==> src/rtl/hazard_pkg.sv <==
// Shared constants, the multi-cycle sequencer state type, and the forwarding-select helper
// for the pipeline hazard controller.
package hazard_pkg;

    localparam logic [2:0] FWD_RF = 3'b000;
    localparam logic [2:0] FWD_W  = 3'b001;
    localparam logic [2:0] FWD_M  = 3'b010;

    localparam logic [1:0] RESULT_SRC_LOAD = 2'b01;

    typedef enum logic [1:0] {
        MC_IDLE = 2'b00,
        MC_BUSY = 2'b01,
        MC_DONE = 2'b10
    } mc_state_t;

    // The Memory stage is younger than Writeback, so its value is checked first.
    // x0 is hard-wired to zero and is never forwarded.
    function automatic logic [2:0] fwd_sel(
        input logic [4:0] rs,
        input logic [4:0] rd_m,
        input logic [4:0] rd_w,
        input logic       wr_m,
        input logic       wr_w
    );
        if (wr_m && (rd_m != 5'd0) && (rd_m == rs))
            return FWD_M;
        else if (wr_w && (rd_w != 5'd0) && (rd_w == rs))
            return FWD_W;
        else
            return FWD_RF;
    endfunction

endpackage

==> src/rtl/hazard_ctrl_mc_timer.sv <==
// Sequencer for multi-cycle execute operations: freezes the front of the pipe for
// MC_LATENCY cycles, then flags the result as valid for one cycle.
module mc_timer
    import hazard_pkg::*;
#(
    parameter int MC_LATENCY = 3
) (
    input  logic      clk,
    input  logic      rst,
    input  logic      start,
    output logic      mc_stall,
    output logic      mc_done,
    output mc_state_t state
);

    localparam int CW = $clog2(MC_LATENCY + 1);

    logic [CW-1:0] cnt;

    always_ff @(posedge clk) begin
        if (rst) begin
            state <= MC_IDLE;
            cnt   <= '0;
        end else begin
            case (state)
                MC_IDLE: begin
                    if (start) begin
                        cnt   <= CW'(MC_LATENCY - 1);
                        state <= (MC_LATENCY == 1) ? MC_DONE : MC_BUSY;
                    end
                end
                MC_BUSY: begin
                    if (cnt == CW'(1))
                        state <= MC_DONE;
                    else
                        cnt <= cnt - CW'(1);
                end
                // The instruction leaves Execute on this edge; returning to IDLE
                // without looking at start prevents it from re-triggering itself.
                MC_DONE: state <= MC_IDLE;
                default: state <= MC_IDLE;
            endcase
        end
    end

    // The stall begins in the start cycle itself, so it depends on start combinationally.
    assign mc_stall = ((state == MC_IDLE) && start) || (state == MC_BUSY);
    assign mc_done  = (state == MC_DONE);

endmodule

==> src/rtl/hazard_ctrl.sv <==
// Pipeline hazard controller: execute-stage forwarding, load-use and redirect stall/flush,
// and optional multi-cycle op sequencing (enabled by defining HAZARD_MC_EN).
module hazard_ctrl
    import hazard_pkg::*;
#(
    parameter int MC_LATENCY = 3
) (
    input  logic        clk,
    input  logic        rst,
    input  logic [4:0]  Rs1D,
    input  logic [4:0]  Rs2D,
    input  logic [4:0]  Rs1E,
    input  logic [4:0]  Rs2E,
    input  logic [4:0]  RdE,
    input  logic [4:0]  RdM,
    input  logic [4:0]  RdW,
    input  logic        RegWriteM,
    input  logic        RegWriteW,
    input  logic [1:0]  ResultSrcE,
    input  logic        PCSrcE,
    input  logic        MultiCycleE,
    output logic [2:0]  ForwardAE,
    output logic [2:0]  ForwardBE,
    output logic        StallF,
    output logic        StallD,
    output logic        StallE,
    output logic        FlushD,
    output logic        FlushE,
    output logic        FlushM,
    output logic        McDoneE,
    output logic [31:0] StallCycles
);

    logic mc_stall;
    logic lw_stall;
    logic lw_stall_eff;

`ifdef HAZARD_MC_EN
    mc_state_t mc_state;

    mc_timer #(
        .MC_LATENCY(MC_LATENCY)
    ) u_mc_timer (
        .clk      (clk),
        .rst      (rst),
        .start    (MultiCycleE),
        .mc_stall (mc_stall),
        .mc_done  (McDoneE),
        .state    (mc_state)
    );
`else
    localparam int unused_mc_latency = MC_LATENCY;
    logic unused_mc_start;

    assign unused_mc_start = MultiCycleE;
    assign mc_stall        = 1'b0;
    assign McDoneE         = 1'b0;
`endif

    assign ForwardAE = fwd_sel(Rs1E, RdM, RdW, RegWriteM, RegWriteW);
    assign ForwardBE = fwd_sel(Rs2E, RdM, RdW, RegWriteM, RegWriteW);

    assign lw_stall = (ResultSrcE == RESULT_SRC_LOAD) && (RdE != 5'd0) &&
                      ((RdE == Rs1D) || (RdE == Rs2D));

    // A redirect squashes the dependent Decode instruction, and a multi-cycle freeze
    // holds everything anyway, so either one makes the load-use stall moot.
    assign lw_stall_eff = lw_stall && !PCSrcE && !mc_stall;

    assign StallF = mc_stall || lw_stall_eff;
    assign StallD = mc_stall || lw_stall_eff;
    assign StallE = mc_stall;
    assign FlushD = PCSrcE && !mc_stall;
    assign FlushE = (PCSrcE || lw_stall_eff) && !mc_stall;
    assign FlushM = mc_stall;

    always_ff @(posedge clk) begin
        if (rst)
            StallCycles <= '0;
        else if (StallF && (StallCycles != 32'hFFFF_FFFF))
            StallCycles <= StallCycles + 32'd1;
    end

endmodule

==> config.mk <==
export PLATFORM = sky130hd
export DESIGN_NAME = hazard_ctrl
export DESIGN_NICKNAME = d
export VERILOG_FILES = /design/src/rtl/hazard_pkg.sv /design/src/rtl/hazard_ctrl_mc_timer.sv /design/src/rtl/hazard_ctrl.sv
export SDC_FILE = /design/constraint.sdc
export NUM_CORES = 1
export LEC_CHECK = 0
export ABC_CLOCK_PERIOD_IN_PS = 2200
export CAP_MARGIN = 0
export CORE_UTILIZATION = 43
export DETAILED_ROUTE_END_ITERATION = 6
export HOLD_SLACK_MARGIN = 0.08
export PLACE_DENSITY_LB_ADDON = 0.08
export REMOVE_ABC_BUFFERS = 1
export SKIP_CTS_REPAIR_TIMING = 1
export SYNTH_ARGS = -nofsm -noshare
export SYNTH_HDL_FRONTEND = slang
export SYNTH_SLANG_ARGS = --single-unit
==> constraint.sdc <==
create_clock -name clk -period 2.2 [get_ports clk]
set_input_delay 0.33 -clock clk [delete_from_list [all_inputs] [get_ports clk]]
set_output_delay 0.33 -clock clk [all_outputs]
set_load 0.05 [all_outputs]
; ---- Word-level counts from Yosys, hierarchy flattened
; Cells that the tools add are included.
; W data, S select, Z words.
[classes]
n_addsub = 1
eq_ne = 8
n_mux = 4
reduce_logical = 16
[op_table]
columns = cell, count
row1 = $add A32 B1 Y32 const B, 1
row2 = $ne A32 B32 Y1 const B, 1
row3 = $eq A5 B5 Y1, 6
row4 = $reduce_bool A5 Y1, 3
row5 = $logic_and A1 B1 Y1, 10
row6 = $mux W3, 2
row7 = $eq A2 B1 Y1 const B, 1
row8 = $logic_or A1 B1 Y1, 2
row9 = $mux W1, 2
row10 = $logic_not A1 Y1, 1
[word_totals]
register_bits = 32
in_bits = 43
output_inout_bits = 45

; ---- Longest topological paths before layout
[logic_depth]
word_depth = 5
mapped_depth = 9

; ---- Worst setup path after synthesis
; Ideal clock, no wire load.
[synth_timing]
kind = input to output
from = in RdM[1]
to = out ForwardAE[0]
t_arrival_ns = 2.907
slack_ns = -1.037
path_stages = 4
n_path_buf = 0
cell_sequence = or4_1 o21ai_0 nor4_1 nor4_1
[synth_between]
elab_chain_cells = 4
[synth_rtl]
columns = item, line_no
row1 = from (decl), hazard_ctrl.sv:15  ; input logic [4:0] RdM,
row2 = $reduce_bool A5 Y1, hazard_pkg.sv:26  ; if (wr_m && (rd_m != 5'd0) && (rd_m == rs))
row3 = $logic_and A1 B1 Y1, hazard_pkg.sv:26
row4 = $logic_and A1 B1 Y1 *, hazard_pkg.sv:26
row5 = $mux W3 *, hazard_pkg.sv:26
row6 = to (decl), hazard_ctrl.sv:22  ; output logic [2:0] ForwardAE,
; Mark *: on every way between the ends. The rest lies on a longest branch, timed or not.

; ---- Worst setup path in the final report
[layout_timing]
from = in RdW[1]
to = out ForwardAE[0]
[layout_between]
elab_chain_cells = 5
[layout_rtl]
columns = item, line_no
row1 = from (decl), hazard_ctrl.sv:16  ; input logic [4:0] RdW,
row2 = $reduce_bool A5 Y1, hazard_pkg.sv:28  ; else if (wr_w && (rd_w != 5'd0) && (rd_w == rs))
row3 = $logic_and A1 B1 Y1, hazard_pkg.sv:28
row4 = $logic_and A1 B1 Y1 *, hazard_pkg.sv:28
row5 = $mux W1 *, hazard_pkg.sv:28
row6 = $mux W3 *, hazard_pkg.sv:26
; Marks and branches as above.

==> impl_metrics.ini <==
[run_status]
status = completed

[worst_setup_path]
critPathKind = input pin to output pin
worstPathArrival_ps = 1850
r2r_end = StallCycles[30]
critPathLaunchType = input pin
r2r_cells = 8
crit_path_end = ForwardAE[0]
critPathTopFamily = simple AND/OR/NAND/NOR gates
crit-reg2reg-launch = StallCycles[20]
critical_path.cell_chain = dlymetal6s2s_1 -> xor2_1 -> or4_1 -> nor4_1 -> buf_4 -> buf_12
path_depth = 6
crit_buf_inv = 3
critPathMaxFanout = 3
crit_path_top_delay_cell = or4_1
cp.required_ps = 1870
end_kind = output pin
crit_start = RdW[1]
max_stage_delay_ps = 540
r2r_slack_ps = 140

[place]
port_buffers = 81
post-place-cells = 435
hpwl_um = 4420
gp_congestion = 0.773

[yosys]
synth_area_leaders = dfxtp_1, xnor2_1, xor2_1, a21oi_1, or4_1
synth_top_area_share_pct = 30.0
syn_inst = 262
synth.most_common_cell = dfxtp_1
synth_cell_types = 43
yosysTopAreaCell = dfxtp_1
synth_edf_count = 0
ys_async_sr_fraction_pct = 0
ys_seq_area_share_pct = 30.0
yosys_register_bits = 32
synth_commonest_cells = dfxtp_1, a21oi_1, nand2_1, nand3_1, xnor2_1
syn_area_per_cell_um2 = 8.16
syn_area_um2 = 2140
synth_ff_type = dfxtp_1
yosys_warnings = 0

[route]
wl_per_cell_um = 13.6
detail_route.vias_per_cell = 5.33
drtPass1Iterations = 4
ant_nets = 0
vias = 2366
drtIter0Drc = 102
drc = 0
totalWireLength_um = 6050

[global_route]
track_usage_pct = 21.9
grt_pass1_vias = 2055
antenna_found_initial = 0
grt_max_degree = 39
gr-total-overflow = 0
grt_pass1_wl_um = 9170

[floorplan]
start_util_pct = 44.9
die_w_um = 72.5
fp-row-count = 25
core_um2 = 4750
die_h_um = 72.5
die-area_um2 = 5260
boundaryPins = 88

[final_layout]
final.fill_count = 363
fin_nets = 420
area_delta_synth_final_pct = 66.2
largest_register_ffs = 32
utilization_pct = 74.7
layout-drive-gt1-share_pct = 21.2
diodes = 0
top_regs = StallCycles (32)
fin_cells = 444
largest_register = StallCycles

[sta]
min_period_ps = 2180
hold_viol_final = 0
post-route-period-util_pct = 98.9
tightest_slew_ps = 521
finClkSkew_ps = 8.29
tns_ps = 0
final_max_slew_viol_count = 0
finalSetupViolCount = 0
relSlewSlack_pct = 65.2
clock.fmax_ghz = 0.459

[clock_network]
cts_sinks = 32
clk_latency_ps = 290
ctsHtreeMaxLevel = 2
ctsRootBufferMaster = clkbuf_8
cts_buffers = 5
path_clk_slew_ps = 70
clockBufferDepth = 2
cts_tree = done

[power_and_ir_drop]
p_per_area_nw_per_um2 = 412
ir_worst_vdd_mv = 0.324
p_leak_uw = 0.00145

[min_path]
hold_class = flip-flop to flip-flop
hold_depth = 2

[flow_run]
cap_violations = 0
==> worst register-to-register path: cells and delay by family (launching register included) <==
kind            cells  cell delay, ps
flops               1             380
compound gates      1             140
simple gates        5            1090
buf+inv             2             390
==> per-layer routing <==
metal  vias up  wire, um  GRT usage (%)
met5         -         0              0
met4         0        59           6.32
met2        57      3000           38.7
met3         7       270           3.75
li1       1175         -              -
met1      1127      2710           27.1
==> placed cells by master, fill, tap and decap left out, drive strengths merged <==
cell type,n
o31ai,11
xor2,15
dfxtp,32
or4,15
nor3,7
o21ba,1
nand4,7
dlymetal6s2s,23
mux2i,1
buf,45
nor2,12
inv,8
clkdlybuf4s50,50
or3,16
clkbuf,7
conb,5
o21ai,16
ha,1
mux2,6
nand2,18
nor4,6
a21oi,23
nand4b,1
o22ai,1
o31a,1
and3,2
and4,3
bufinv,1
nand3,17
nand2b,3
o211ai,1
nor2b,6
xnor2,16
==> per-stage QoR <==
step	total power (uW)	cell area [um2]	setup WS [ps]	hold slack, ps
after global placement	826	3230	-308	484
after floorplan	683	2040	-1040	399
after global routing	1510	3550	-25.6	527
final	1460	3550	23.4	502
after CTS	1450	3360	-304	502
after detailed placement	829	3230	-299	492
==> kinds of logic after synthesis <==
group                      Yosys count  share of synthesized area (%)
and+or+nand+nor                    113                           31.4
AOI/OAI and AO/OA                   54                           14.8
DFF                                 32                           30.0
xor gates and xnor gates            31                           12.7
buffers and inverters               23                           6.73
muxes                                7                           3.63
adders and majority gates            1                          0.585
other                                1                          0.175
==> power by group <==
part           leakage, uW  switching (uW)  internal (uW)
combinational      0.00112             127            129
sequential        0.000259           0.176            579
clock            0.0000645             227            400
total              0.00145             354           1110
==> worst min path at each step <==
| stage | from | to |
|---|---|---|
| 2_1_floorplan | rst | StallCycles[12] |
| 3_3_place_gp | StallCycles[31] | StallCycles[31] |
| 3_5_place_dp | StallCycles[31] | StallCycles[31] |
| 4_1_cts | StallCycles[31] | StallCycles[31] |
| 5_1_grt | StallCycles[18] | StallCycles[18] |
| 6_report | StallCycles[31] | StallCycles[31] |
==> layout make-up <==
class                      instances  area (um2)  share of cell area [%]
multi-input combinational        211        1490                    42.0
sequential                        32         644                    18.1
tap                               67        83.8                    2.36
clock buffer                       7        96.3                    2.71
timing repair buffer             118        1180                    33.1
clock inverter                     1        30.0                   0.846
inverter                           8        30.0                   0.846
(Power assumes the default switching activity.)
